<file path="src/rtl/uart_rx.sv">
// UART receiver: synchronises RXD, samples it mid-bit on the 16x tick and deframes
// start/data/parity/stop into {BI,FE,PE,data} words for the RX FIFO.
`timescale 1ns/1ps
module uart_rx #(
    parameter int SYNC_STAGES = 2
) (
    input  logic        PCLK,
    input  logic        PRESET,
    input  logic        RXD,
    input  logic        enable,
    input  logic [7:0]  LCR,
    input  logic        rx_fifo_full,
    output logic        rx_push,
    output logic [10:0] rx_word,
    output logic        overrun,
    output logic        busy,
    output logic [2:0]  state_dbg
);

    typedef enum logic [2:0] {
        S_IDLE    = 3'd0,
        S_START   = 3'd1,
        S_DATA    = 3'd2,
        S_PARITY  = 3'd3,
        S_STOP    = 3'd4,
        S_WAIT_HI = 3'd5
    } state_t;

    state_t                 state_q, state_d;
    logic [SYNC_STAGES-1:0] sync_q, sync_d;
    logic                   rxs_prev_q, rxs_prev_d;
    logic [3:0]             cnt_q, cnt_d;
    logic [2:0]             bit_q, bit_d;
    logic [7:0]             data_q, data_d;
    // Frame format held for the whole frame: [4:3] parity type, [2] parity enable, [1:0] length.
    logic [4:0]             lcr_q, lcr_d;
    logic                   pe_q, pe_d;
    logic                   par_bit_q, par_bit_d;
    logic [10:0]            word_q, word_d;
    logic                   push_pend_q, push_pend_d;

    logic       rxs;
    logic       sample;
    logic       bit_end;
    logic [2:0] last_bit;
    logic       exp_par;
    logic       bi;
    logic       unused_lcr;

    assign unused_lcr = ^{LCR[7:6], LCR[2]};

    always_comb begin
        sync_d   = {sync_q[SYNC_STAGES-2:0], RXD};
        rxs      = sync_q[SYNC_STAGES-1];
        sample   = enable && (cnt_q == 4'd7);
        bit_end  = enable && (cnt_q == 4'd15);
        last_bit = {1'b0, lcr_q[1:0]} + 3'd4;
        case (lcr_q[4:3])
            2'b00:   exp_par = ~^data_q;
            2'b01:   exp_par = ^data_q;
            2'b10:   exp_par = 1'b1;
            default: exp_par = 1'b0;
        endcase
        // Break: the whole frame, parity bit included, was low.
        bi = (data_q == 8'd0) && (!lcr_q[2] || !par_bit_q) && !rxs;

        state_d     = state_q;
        rxs_prev_d  = rxs;
        cnt_d       = enable ? cnt_q + 4'd1 : cnt_q;
        bit_d       = bit_q;
        data_d      = data_q;
        lcr_d       = lcr_q;
        pe_d        = pe_q;
        par_bit_d   = par_bit_q;
        word_d      = word_q;
        push_pend_d = 1'b0;

        case (state_q)
            S_IDLE: begin
                cnt_d = 4'd0;
                if (rxs_prev_q && !rxs) state_d = S_START;
            end
            S_START: begin
                if (sample) begin
                    if (rxs) begin
                        state_d = S_IDLE;
                    end else begin
                        lcr_d     = {LCR[5:3], LCR[1:0]};
                        data_d    = 8'd0;
                        pe_d      = 1'b0;
                        par_bit_d = 1'b0;
                        bit_d     = 3'd0;
                    end
                end
                if (bit_end) state_d = S_DATA;
            end
            S_DATA: begin
                if (sample) data_d[bit_q] = rxs;
                if (bit_end) begin
                    bit_d = bit_q + 3'd1;
                    if (bit_q == last_bit) state_d = lcr_q[2] ? S_PARITY : S_STOP;
                end
            end
            S_PARITY: begin
                if (sample) begin
                    par_bit_d = rxs;
                    pe_d      = (rxs != exp_par);
                end
                if (bit_end) state_d = S_STOP;
            end
            S_STOP: begin
                // Leave at mid-stop so a back-to-back start edge is not missed.
                if (sample) begin
                    word_d      = {bi, ~rxs, pe_q, data_q};
                    push_pend_d = 1'b1;
                    state_d     = rxs ? S_IDLE : S_WAIT_HI;
                end
            end
            S_WAIT_HI: begin
                if (rxs) state_d = S_IDLE;
            end
            default: state_d = S_IDLE;
        endcase
    end

    always_ff @(posedge PCLK or posedge PRESET) begin
        if (PRESET) begin
            state_q     <= S_IDLE;
            sync_q      <= '1;
            rxs_prev_q  <= 1'b1;
            cnt_q       <= 4'd0;
            bit_q       <= 3'd0;
            data_q      <= 8'd0;
            lcr_q       <= 5'd0;
            pe_q        <= 1'b0;
            par_bit_q   <= 1'b0;
            word_q      <= 11'd0;
            push_pend_q <= 1'b0;
        end else begin
            state_q     <= state_d;
            sync_q      <= sync_d;
            rxs_prev_q  <= rxs_prev_d;
            cnt_q       <= cnt_d;
            bit_q       <= bit_d;
            data_q      <= data_d;
            lcr_q       <= lcr_d;
            pe_q        <= pe_d;
            par_bit_q   <= par_bit_d;
            word_q      <= word_d;
            push_pend_q <= push_pend_d;
        end
    end

    // The FIFO full flag is looked at in the push cycle itself.
    assign rx_push   = push_pend_q & ~rx_fifo_full;
    assign overrun   = push_pend_q & rx_fifo_full;
    assign rx_word   = word_q;
    assign busy      = (state_q != S_IDLE);
    assign state_dbg = state_q;

endmodule
</file>
<file path="config.mk">
export PLATFORM = sky130hd
export DESIGN_NAME = uart_rx
export DESIGN_NICKNAME = d
export VERILOG_FILES = /design/src/rtl/uart_rx.sv
export SDC_FILE = /design/constraint.sdc
export NUM_CORES = 1
export LEC_CHECK = 0
export CORE_ASPECT_RATIO = 0.75
export CORE_MARGIN = 2
export CORE_UTILIZATION = 48
export DETAILED_ROUTE_END_ITERATION = 10
export GPL_ROUTABILITY_DRIVEN = 0
export PLACE_DENSITY = 0.87
export SYNTH_ARGS = -nofsm -noshare
export SYNTH_HDL_FRONTEND = slang
export SYNTH_SLANG_ARGS = --single-unit
export TNS_END_PERCENT = 20
</file>
<file path="constraint.sdc">
create_clock -name PCLK -period 2 [get_ports PCLK]
set_clock_uncertainty 0.15 [all_clocks]
set_input_delay 0.5 -clock PCLK [delete_from_list [all_inputs] [get_ports PCLK]]
set_output_delay 0.5 -clock PCLK [all_outputs]
set_load 0.02 [all_outputs]
</file>
# Word level (Yosys, flattened, before mapping)
# Index checks and enable logic that the tools add are counted.
[classes]
n_eq_ne = 21
order_cmp = 2
mux = 33
add_sub_neg = 3
reduce_logical = 25
bitwise_logic = 4
[ops]
columns = ["operator", "n"]
rows = [
  ["2-to-1 mux 3 bit", 13],
  ["2-to-1 mux 8 bit", 3],
  ["!= test 2 bit (second input constant)", 9],
  ["case mux 3 bit (6 select lines)", 1],
  ["case mux 8 bit (2 select lines)", 1],
  ["AND reduction 4 bit", 3],
  ["bitwise mux 8 bit", 1],
  ["zero test 8 bit", 1],
  ["2-to-1 mux 4 bit", 2],
  ["XNOR reduction 8 bit", 1],
  ["parity 8 bit", 1],
  ["2-to-1 mux 1 bit", 7],
  ["equality test 3 x 2 -> 1 bit (second input constant)", 2],
  ["equality test 3 bit (second input constant)", 2],
  ["logical AND 1 bit", 6],
  ["case mux 3 bit (2 select lines)", 1],
  ["AND reduction 6 bit", 1],
  ["nonzero test 2 bit", 3],
  ["adder 4 x 1 -> 4 bit (second input constant)", 1],
  ["equality test 4 x 3 -> 1 bit (second input constant)", 1],
  ["equality test 4 bit (second input constant)", 1],
  ["less-than comparator 3 x 4 -> 1 bit (second input constant)", 1],
  ["case mux 1 bit (2 select lines)", 2],
  ["adder 2 x 3 -> 3 bit (second input constant)", 1],
  ["19 further kinds", 23],
]
[totals]
register_bits = 40
inputBits = 13

# Logic depth before layout (Yosys ltp)
# Gate-level depths: netlist of the first run.
[logic_depth]
depth_word = 7
ltp_mapped = 6
depth_no_buf = 6

# Least setup slack after synthesis of the first run
# OpenSTA, ideal clock, no wires.
[synth_path]
path_kind = "input-to-reg"
from = "in enable"
to = "reg lcr_q[0]"
t_arrival_ps = 1734
cell_stages = 5
setup_ps = 125
path_buffers = 2
slack_ps = -9
path_cell_list = "buf_2 nand4b_4 or4_4 buf_6 mux2_4"
[synth_between]
elab_chain_len = 2
[synth_rtl]
columns = ["item", "line", "rtl"]
rows = [
  ["start, declared", "10", "input logic enable,"],
  ["logical AND 1 bit", "55", "sample = enable && (cnt_q == 4'd7);"],
  ["AND reduction 3 bit (no source line)", "--", ""],
  ["end signal, assigned", "146", "lcr_q <= lcr_d;"],
  ["end, declared", "36", "logic [4:0] lcr_q, lcr_d;"],
]
# No other way between the ends.
# A chain may end at the register's enable or synchronous reset.

# Worst setup path in the final report of the first run
[layout_path]
from = "in rx_fifo_full"
to = "out rx_push"
[layout_between]
elab_chain_len = 2
[layout_rtl]
columns = ["item", "line", "rtl"]
rows = [
  ["start, declared", "12", "input logic rx_fifo_full,"],
  ["NOT 1 bit", "155", "assign rx_push = push_pend_q & ~rx_fifo_full;"],
  ["bitwise AND 1 bit", "155", ""],
  ["end, declared", "13", "output logic rx_push,"],
]
# No other way between the ends.

==> results by group, run 1 <==
Critical path
  – FF-to-FF Start: state_dbg[2]$_DFFE_PP0P_
  – RR Endpoint: lcr_q[4]$_DFFE_PP0P_
  – CP Capture Type: primary output
  – Req. time, crit path: 1.35 ns
  – CP Class: primary input to primary output
  – Crit path max fanout: 2
  – Reg2reg setup slack: 0.06 ns
  – Setup crit start kind: primary input
  – Crit path DAT: ~1.3 ns
  – Cells on worst reg2reg path: 4

Timing
  – Final worst setup slack: 0.0248 ns
  – Max-slew violation count: 0
  – Fin Hold WS: 0.210 ns
  – Final hold vios: 0
  – Slew headroom: 0.731
  – Unrepaired setup endpoints after global routing: yes
  – Worst-Margin Slew: 0.402 ns
  – Final setup viols: 0
  – Fmax: 506 MHz
  – Period Utilization, post-route: 0.988
  – Post-layout min period: 1.98 ns

Clocking
  – Post-CTS Setup Bufs: 0
  – CTS hold repair buffers: 0
  – Clock Sinks: 40
  – CTS Buffer Depth: 2
  – Clk slew on worst S/H paths: 0.08 ns
  – CTS tree: built
  – Clk root buf: clkbuf_8
  – H-tree levels: 2
  – Worst skew pair latency: 0.29 ns
  – Num CTS Buffers: 5

Cells and area
  – Commonest non-fill, non-tap cell in the layout: dfrtp_1
  – Antenna diodes: 0
  – Layout cell share with drive strength beyond 1: 0.215
  – Commonest cells after routing, fill and taps aside: dfrtp_1 (37), o21ai_0 (20), clkdlybuf4s50_1 (20)
  – Fillers: roughly 320
  – Final core utilization: 0.646
  – Area delta synth->final: 28.2%
  – Finished Layout Cells: about 300
  – Final net count: 264

Logic synthesis
  – Synthesized instance count: about 200
  – Number of enable flip-flop cells after synthesis: 0
  – Synthesized net count: 222
  – Avg Inst Size Synth: approximately 10 µm²
  – Netlist cell types: 48
  – Most used DFF post-synth: dfrtp_1
  – Synthesis warning total: 0
  – Ys async rst share: 1.00
  – Syn Std Cell Area: roughly 2100 µm²
  – Sequential share of the synthesized area: 0.489
  – Flop and latch count out of synthesis: 40

Global routing
  – Top Usage Layer GRT: met2
  – Remaining Overflow, GRT: 0
  – Initial antenna violation count: 0
  – Gr usage total: 0.205
  – Pin count of the biggest net entering global routing: between 40 and 50
  – Met2 Use GR: 0.323
  – Met3 Usage GRT: 0.0595
  – Vias in the first global route: between 1.5k and 2k
  – Met1 track demand over resource: 0.278
  – First-pass GRT wire length: 7380 µm

Worst hold path
  – Hold path startpoint: sync_q[0]$_DFF_PP1_
  – Hold crit path type: flip-flop to flip-flop
  – Worst Hold Endpoint: sync_q[1]$_DFF_PP1_
  – Hold-critical path depth: 0

Power and ir drop
  – P_int: 1.59 mW
  – PD cells: 932 nW/µm²
  – P_sw: 0.862 mW
  – VDD IR max: 0.648 mV
  – Clock power share: 0.212
  – Sequential share of power: 0.416
  – Leak: roughly 1.2 nW
  – Switching Share: 0.351
  – Logic gate share of total power: 0.371

Place
  – # port buffers: 26
  – Post-DP HPWL: ~3000 µm
  – Placed cells: between 200 and 300
  – Pre-CTS WS: -0.356 ns

Floorplanning
  – Die area: between 4000 and 5000 µm²
  – Starting Density: 0.504
  – Die Width: roughly 80 µm
  – Area of the core: between 4000 and 5000 µm²
  – Number of I/O pins: 30
  – Die Ht: 60.7 µm
  – Rows: 20

Route
  – DRC viols: 0
  – Initial drt markers: between 50 and 60
  – Post-route ant nets: 0
  – WL final: 4320 µm
  – Via count: 1629
  – DR vias/cell: 5.41
  – Pre-antenna DRT Iters: 4
  – Per-cell routed wire length: 14.3 µm

Run
  – Max-cap violations: 0

Outcome
  – Status: complete, no violations
==> stage by stage <==
stage | setup TNS [ns] | total power [mW] | instance area [µm²]
6_report | 0 | 2.46 | 2640
4_1_cts | -0.00115 | 2.42 | 2590
5_1_grt | -0.0141 | 2.64 | 2640
3_5_place_dp | -8.36 | 1.89 | 2500
3_3_place_gp | -7.92 | 1.85 | 2500
2_1_floorplan | 0 | 1.60 | 2060
==> power groups by stage <==
| stage | registers, mW | clock network (mW) | logic [mW] |
|---|---|---|---|
| floorplan | 1.04 | 0 | 0.557 |
| global placement | 1.02 | 0 | 0.834 |
| finish | 1.02 | 0.522 | 0.912 |
| CTS | 1.01 | 0.533 | 0.869 |
| detailed placement | 1.03 | 0 | 0.863 |
| global route | 1.04 | 0.580 | 1.02 |
==> per-layer routing <==
layer | up-vias | routed length, µm
met5 | - | 0
met4 | 0 | 44
met3 | 7 | 220
met2 | 40 | 2010
met1 | 783 | 2040
li1 | 799 | -
==> state kept, by name, indices dropped and copies added (netlist names) <==
name	cells
bit_q	3
cnt_q	4
data_q	8
lcr_q	5
par_bit_q	1
pe_q	1
push_pend_q	1
rx_word	11
rxs_prev_q	1
state_dbg	3
sync_q	2
==> cell usage after synthesis, drive strengths merged (4+ instances only) <==
| library cell | count | area share |
|---|---|---|
| o21a | 4 | 0.015 |
| nand2b | 4 | 0.012 |
| nor2 | 9 | 0.016 |
| inv | 16 | 0.029 |
| dfrtp | 37 | 0.45 |
| xnor2 | 9 | 0.038 |
| clkbuf | 8 | 0.015 |
| ha | 6 | 0.037 |
| mux2 | 6 | 0.042 |
| nand2 | 16 | 0.029 |
| a31oi | 5 | 0.015 |
| nor2b | 6 | 0.018 |
| nand3 | 7 | 0.017 |
| o21ai | 28 | 0.068 |
==> final cells by class <==
class                      instances  area [µm²]  share of cell area
multi-input combinational        136         992               0.377
inverter                          16        60.1              0.0228
clock inverter                     1        8.76             0.00332
tap                               55        68.8              0.0261
sequential                        40        1000               0.381
timing repair buffer              46         424               0.161
clock buffer                       7        76.3              0.0290
==> repair_timing <==
action / in CTS / in global routing
setup endpoints to repair: 17 / 19
endpoints found under the hold margin: 0 / 0
resized for setup: 14 / 21
pin swaps: 2 / 3
==> worst max-delay path by stage <==
stage / startpoint / to / slack [ns] / cells past startpoint
floorplan: enable / lcr_q[0]$_DFFE_PP0P_ / 0.04 / 5
global placement: enable / lcr_q[0]$_DFFE_PP0P_ / -0.34 / 4
detailed placement: enable / lcr_q[3]$_DFFE_PP0P_ / -0.36 / 4
CTS: state_dbg[1]$_DFFE_PP0P_ / data_q[6]$_DFFE_PP0P_ / -0.001 / 5
global route: enable / data_q[0]$_DFFE_PP0P_ / -0.01 / 5
finish: rx_fifo_full / rx_push / 0.02 / 3
==> critical path, stage by stage <==
cell	delay (ns)
clkdlybuf4s50_1	0.42
nor2b_1	0.11
clkdlybuf4s15_1	0.30
==> logic make-up after synthesis <==
group,Yosys count,synth area share
simple gates,63,0.181
compound gates,50,0.150
flops,40,0.489
buf+inv,27,0.0536
xor+xnor,10,0.0426
mux,7,0.0469
fa+ha+maj,6,0.0365
Note: power is estimated with default switching activity, not from simulation.
==> run 2: changes to the inputs <==
--- a/config.mk
+++ b/config.mk
@@ -7,10 +7,10 @@
 export LEC_CHECK = 0
 export CORE_ASPECT_RATIO = 0.75
 export CORE_MARGIN = 2
-export CORE_UTILIZATION = 48
+export CORE_UTILIZATION = 54
 export DETAILED_ROUTE_END_ITERATION = 10
 export GPL_ROUTABILITY_DRIVEN = 0
-export PLACE_DENSITY = 0.87
+export PLACE_DENSITY = 0.91
 export SYNTH_ARGS = -nofsm -noshare
 export SYNTH_HDL_FRONTEND = slang
 export SYNTH_SLANG_ARGS = --single-unit
==> constraint.sdc (replaced) <==
create_clock -name PCLK -period 2.15 [get_ports PCLK]
set_clock_uncertainty 0.15 [all_clocks]
set_input_delay 0.5375 -clock PCLK [delete_from_list [all_inputs] [get_ports PCLK]]
set_output_delay 0.5375 -clock PCLK [all_outputs]
set_load 0.02 [all_outputs]
==> results by group, run 2 (same netlist as run 1, synthesis figures left out) <==
Clocking
  – Clock Sinks: 40 (unchanged)
  – CTS Buffer Depth: 2 (unchanged)
  – H-tree levels: 2 (unchanged)
  – Num CTS Buffers: 5 (unchanged)
  – Clk slew on worst S/H paths: 0.08 ns (about the same)
  – CTS tree: built
  – Worst skew pair latency: 0.30 ns (about the same)
  – Post-CTS Setup Bufs: 0 (unchanged)
  – Clk root buf: clkbuf_8
  – CTS hold repair buffers: 0 (unchanged)

Floorplanning
  – Die Ht: 57.4 µm (-5.3%)
  – Starting Density: 0.562 (+0.0575)
  – Die area: 4320 µm² (-10%)
  – Rows: 19 (-5.0%)
  – Die Width: 75.2 µm (-5.4%)
  – Number of I/O pins: 30 (unchanged)
  – Area of the core: 3660 µm² (-10%)

Route
  – Per-cell routed wire length: 14.6 µm (+1.8%)
  – Initial drt markers: 60 (+15%)
  – Post-route ant nets: 0 (unchanged)
  – DR vias/cell: 5.63 (+4.0%)
  – Via count: 1633 (+0.25%)
  – Pre-antenna DRT Iters: 4 (unchanged)
  – DRC viols: 0 (unchanged)
  – WL final: 4240 µm (-1.9%)

Critical path
  – CP Class: flip-flop to flip-flop
  – Reg2reg setup slack: 0.08 ns (+0.02 ns)
  – Setup crit start kind: flip-flop
  – RR Endpoint: lcr_q[0]$_DFFE_PP0P_
  – CP Capture Type: flip-flop
  – CP Buf/Inv Count: 0 (-2)
  – Cell chain of the critical path: ha_1 > nand4b_4 > or4_4 > mux2_4
  – Crit path DAT: 2.11 ns (+0.78 ns)
  – CP delay by family, top: simple AND/OR/NAND/NOR gates
  – Largest stage delay, worst path: 0.66 ns (+0.24 ns)
  – Crit path max fanout: 8 (+6)
  – CP max-delay cell: or4_4
  – Req. time, crit path: 2.19 ns (+0.84 ns)
  – Cells on worst reg2reg path: 4 (unchanged)
  – FF-to-FF Start: cnt_q[0]$_DFFE_PP0P_

Cells and area
  – Fillers: 285 (-10%)
  – Commonest cells after routing, fill and taps aside: dfrtp_1 (37), o21ai_0 (28), clkdlybuf4s50_1 (20)
  – Commonest non-fill, non-tap cell in the layout: dfrtp_1
  – Register area: 1000 µm² (unchanged)
  – Antenna diodes: 0 (unchanged)
  – Final core utilization: 0.704 (+0.0577)
  – Footprint of the multi-input gates: 946 µm² (-4.7%)
  – Area delta synth->final: 25.3%
  – Layout cell share with drive strength beyond 1: 0.155 (-0.0600)
  – Number of flip-flops in the largest register: 11 (unchanged)
  – Final net count: 256 (-3.0%)

Global routing
  – Gr usage total: 0.218 (+0.0131)
  – First-pass GRT wire length: 7070 µm (-4.2%)
  – Pin count of the biggest net entering global routing: 41 (unchanged)
  – Remaining Overflow, GRT: 0 (unchanged)
  – Initial antenna violation count: 0 (unchanged)
  – Vias in the first global route: 1596 (+2.8%)

Timing
  – Final worst setup slack: 0.0763 ns (+0.0515 ns)
  – Post-layout min period: 2.07 ns
  – Worst-Margin Slew: 0.416 ns (+0.0133 ns)
  – Slew headroom: 0.723 (-0.00771)
  – Fmax: between 400 and 500 MHz
  – Period Utilization, post-route: 0.965
  – Unrepaired setup endpoints after global routing: no
  – Final setup viols: 0 (unchanged)
  – Max-slew violation count: 0 (unchanged)
  – Final hold vios: 0 (unchanged)

Power and ir drop
  – VDD IR max: 0.753 mV (+16%)
  – Switching Share: 0.321 (-0.0301)
  – P_sw: 0.778 mW (-9.7%)
  – Sequential share of power: 0.412 (-0.004)
  – Clock power share: 0.302 (+0.090)
  – Leak: 1.17 nW (about the same)
  – Logic gate share of total power: 0.286 (-0.085)
  – P_int: 1.65 mW (+3.3%)
  – PD cells: 941 nW/µm² (+1.0%)

Worst hold path
  – Hold crit path type: flip-flop to flip-flop
  – Hold-critical path depth: 0 (unchanged)
  – Worst Hold Endpoint: sync_q[1]$_DFF_PP1_
  – Hold path startpoint: sync_q[0]$_DFF_PP1_

Place
  – Post-DP HPWL: 2930 µm (-3.9%)
  – # port buffers: 26 (unchanged)
  – Pre-CTS WS: -0.293 ns (+0.0629 ns)

Run
  – Max-cap violations: 0 (unchanged)

Outcome
  – Status: complete, no violations
[run 2: cell count changes in the layout (fill, tap and decap cells not counted), moves of 2 or more]
cell and change:
o21ai_0 +8, o21ai_1 -5, o21ai_2 -3, buf_6 -4, buf_4 -5, bufinv_16 +2
[run 2: routing by layer]
layer	routed length, µm	part of all wire	global-route usage	vias up
met4	74	0.017	0.105	0
li1	-	-	-	788
met2	2010	0.47	0.328	48
met5	0	0	0	-
met3	231	0.055	0.0530	8
met1	1920	0.45	0.296	789
[run 2: metrics by stage]
stage	power, mW	setup TNS, ns	cells	cell area [µm²]	hold slack (ns)
after floorplan	1.48	0	203	2060	0.195
after global placement	1.66	-3.19	282	2450	0.197
after detailed placement	1.70	-4.11	282	2450	0.204
after CTS	2.44	0	290	2580	0.208
after global routing	2.56	0	290	2580	0.218
final	2.43	0	290	2580	0.206
[run 2: worst max-delay path by stage]
stage / start / end / slack (ns) / cells past startpoint
floorplan: enable / lcr_q[0]$_DFFE_PP0P_ / 0.10 / 5
detailed placement: enable / lcr_q[4]$_DFFE_PP0P_ / -0.29 / 4
global placement: enable / lcr_q[1]$_DFFE_PP0P_ / -0.26 / 4
CTS: rx_fifo_full / overrun / 0.01 / 3
global route: cnt_q[0]$_DFFE_PP0P_ / lcr_q[0]$_DFFE_PP0P_ / 0.03 / 4
finish: cnt_q[0]$_DFFE_PP0P_ / lcr_q[0]$_DFFE_PP0P_ / 0.08 / 4
[run 2: layout make-up]
cell class / count / area share
Timing Repair Buffer: 38 / 0.143
Tap cell: 52 / 0.0253
Multi-Input combinational cell: 136 / 0.367
Sequential cell: 40 / 0.390
Inverter: 16 / 0.0233
Clock buffer: 6 / 0.0282
Clock inverter: 2 / 0.0233
[run 2: what timing repair did]
item | CTS | global route
resized for setup | 6 | 3
endpoints found under the setup margin | 5 | 4
pin swaps | 0 | 1
[run 2: power groups by stage]
stage | clock network, mW | registers [mW] | logic [mW]
floorplan | 0 | 0.968 | 0.517
global placement | 0 | 0.999 | 0.656
detailed placement | 0 | 1.01 | 0.690
CTS | 0.745 | 0.998 | 0.693
global route | 0.772 | 1.02 | 0.770
finish | 0.732 | 1.00 | 0.693
==> run 3: changes to the inputs <==
--- a/config.mk
+++ b/config.mk
@@ -11,6 +11,7 @@
 export DETAILED_ROUTE_END_ITERATION = 10
 export GPL_ROUTABILITY_DRIVEN = 0
 export PLACE_DENSITY = 0.91
+export REMOVE_ABC_BUFFERS = 1
 export SYNTH_ARGS = -nofsm -noshare
 export SYNTH_HDL_FRONTEND = slang
 export SYNTH_SLANG_ARGS = --single-unit
==> results by group, run 3 (same netlist as run 1, synthesis figures left out) <==
Critical path
  – Cells on worst reg2reg path: 5 (+1)
  – Cell chain of the critical path: clkdlybuf4s50_1 > nand4b_4 > or4_4 > mux2_4
  – Crit path DAT: 2.14 ns (+0.03 ns)
  – RR Endpoint: data_q[6]$_DFFE_PP0P_
  – Crit path max fanout: 8 (unchanged)
  – FF-to-FF Start: state_dbg[1]$_DFFE_PP0P_
  – Reg2reg setup slack: 0.15 ns (+0.07 ns)
  – Req. time, crit path: 2.18 ns (about the same)
  – CP max-delay cell: or4_4
  – CP Class: primary input to flip-flop
  – CP Buf/Inv Count: 1 (+1)
  – Largest stage delay, worst path: 0.60 ns (-0.06 ns)
  – CP Capture Type: flip-flop
  – Setup crit start kind: primary input
  – CP delay by family, top: simple AND/OR/NAND/NOR gates

Place
  – Placement Cell Area: 2440 µm² (-0.20%)
  – Post-DP HPWL: 3050 µm (+4.3%)
  – Placed cells: 283 (+0.35%)
  – # port buffers: 26 (unchanged)

Timing
  – Final setup viols: 0 (unchanged)
  – Post-layout min period: 2.11 ns (+0.0379 ns)
  – Unrepaired setup endpoints after global routing: yes
  – Slew headroom: 0.736 (+0.0132)
  – Period Utilization, post-route: 0.982 (+0.0176)
  – Final hold vios: 0 (unchanged)
  – Setup TNS: 0 ns (unchanged)
  – Max-slew violation count: 0 (unchanged)
  – Fmax: 474 MHz (-1.8%)
  – Worst-Margin Slew: 0.396 ns (-0.0198 ns)

Floorplanning
  – Die area: 4320 µm² (unchanged)
  – Number of I/O pins: 30 (unchanged)
  – Starting Density: 0.562 (unchanged)
  – Die Ht: 57.4 µm (unchanged)
  – Die Width: 75.2 µm (unchanged)
  – Rows: 19 (unchanged)
  – Area of the core: 3660 µm² (unchanged)

Clocking
  – Clk slew on worst S/H paths: 0.08 ns (about the same)
  – CTS Buffer Depth: 2 (unchanged)
  – Num CTS Buffers: 5 (unchanged)
  – Post-CTS Setup Bufs: 0 (unchanged)
  – CTS hold repair buffers: 0 (unchanged)
  – PostCTS Resize Cnt: 5 (-1)
  – Clk root buf: clkbuf_8
  – CTS tree: built
  – H-tree levels: 2 (unchanged)
  – Clock Sinks: 40 (unchanged)
  – Worst skew pair latency: 0.29 ns (about the same)

Cells and area
  – Commonest cells after routing, fill and taps aside: dfrtp_1 (37), o21ai_0 (28), clkdlybuf4s50_1 (20)
  – Area delta synth->final: 24.7%
  – Number of flip-flops in the largest register: 11 (unchanged)
  – Final core utilization: 0.700 (-0.00342)
  – Finished Layout Cells: 291 (+0.34%)
  – Layout cell share with drive strength beyond 1: 0.159 (+0.00353)
  – Fin area: 2560 µm² (-0.49%)
  – Antenna diodes: 0 (unchanged)
  – Final net count: 257 (+0.39%)
  – Commonest non-fill, non-tap cell in the layout: dfrtp_1

Route
  – WL final: 4130 µm (-2.5%)
  – DRC viols: 0 (unchanged)
  – DR vias/cell: 5.47 (-2.8%)
  – Initial drt markers: 76 (+27%)
  – Pre-antenna DRT Iters: 4 (unchanged)
  – Post-route ant nets: 0 (unchanged)
  – Per-cell routed wire length: 14.2 µm (-2.8%)
  – Via count: 1592 (-2.5%)

Global routing
  – First-pass GRT wire length: 7090 µm (+0.30%)
  – Gr usage total: 0.217 (-0.00139)
  – Remaining Overflow, GRT: 0 (unchanged)
  – Initial antenna violation count: 0 (unchanged)
  – Pin count of the biggest net entering global routing: 41 (unchanged)
  – Vias in the first global route: 1529 (-4.2%)

Worst hold path
  – Hold-critical path depth: 0 (unchanged)
  – Hold path startpoint: sync_q[0]$_DFF_PP1_
  – Worst Hold Endpoint: sync_q[1]$_DFF_PP1_
  – Hold crit path type: flip-flop to flip-flop

Outcome
  – Status: complete, no violations

Power and ir drop
  – VDD IR max: 0.577 mV (-23%)
  – Pwr Total: 2.31 mW (-4.8%)
  – PD cells: 901 nW/µm² (-4.3%)
  – Leak: 1.16 nW (-0.45%)

Run
  – Max-cap violations: 0 (unchanged)
## run 3: cell types whose count changed in the layout (fill, tap and decap cells not counted), sizes merged
cell | previous run | this run
dlygate4sd2 | 4 | 3
buf | 12 | 13
bufinv | 2 | 1
clkbuf | 7 | 5
clkdlybuf4s15 | 0 | 1
dlymetal6s2s | 1 | 2
clkinv | 0 | 2
## run 3: layout make-up
cell class                 instances  area, µm²
clock buffer                       5       68.8
clock inverter                     3       47.5
fill                             293       1100
inverter                          16       60.1
multi-input combinational        136        946
sequential                        40       1000
tap                               52       65.1
timing repair buffer              39        372
## run 3: how the worst max path moves through the flow
stage                                        to  slack [ns]  depth (start not counted)                      from
after floorplan           data_q[1]$_DFFE_PP0P_        0.20                          4  state_dbg[0]$_DFFE_PP0P_
after global placement                  overrun       -0.25                          3              rx_fifo_full
after detailed placement   lcr_q[3]$_DFFE_PP0P_       -0.26                          4                    enable
after CTS                          state_dbg[2]      -0.007                          2  state_dbg[2]$_DFFE_PP0P_
after global routing                    overrun      -0.007                          3              rx_fifo_full
final                      lcr_q[3]$_DFFE_PP0P_        0.04                          4                    enable
## run 3: metal layers
metal | GRT usage | share of wire | vias up | wire length [µm]
met2 | 0.342 | 0.47 | 34 | 1960
met5 | 0 | 0 | - | 0
met4 | 0.0602 | 0.0058 | 0 | 24
met1 | 0.303 | 0.48 | 767 | 1980
met3 | 0.0477 | 0.042 | 4 | 174
li1 | - | - | 787 | -
## run 3: metrics by stage
stage               hold WS, ns  worst slack, ns
floorplan                 0.195            0.199
global placement          0.196           -0.251
detailed placement        0.201           -0.264
CTS                       0.209         -0.00737
global route              0.218         -0.00705
finish                    0.206           0.0384
## run 3: power by group
part           switching [mW]  internal [mW]
clock                   0.275          0.350
sequential              0.138          0.860
combinational           0.361          0.326
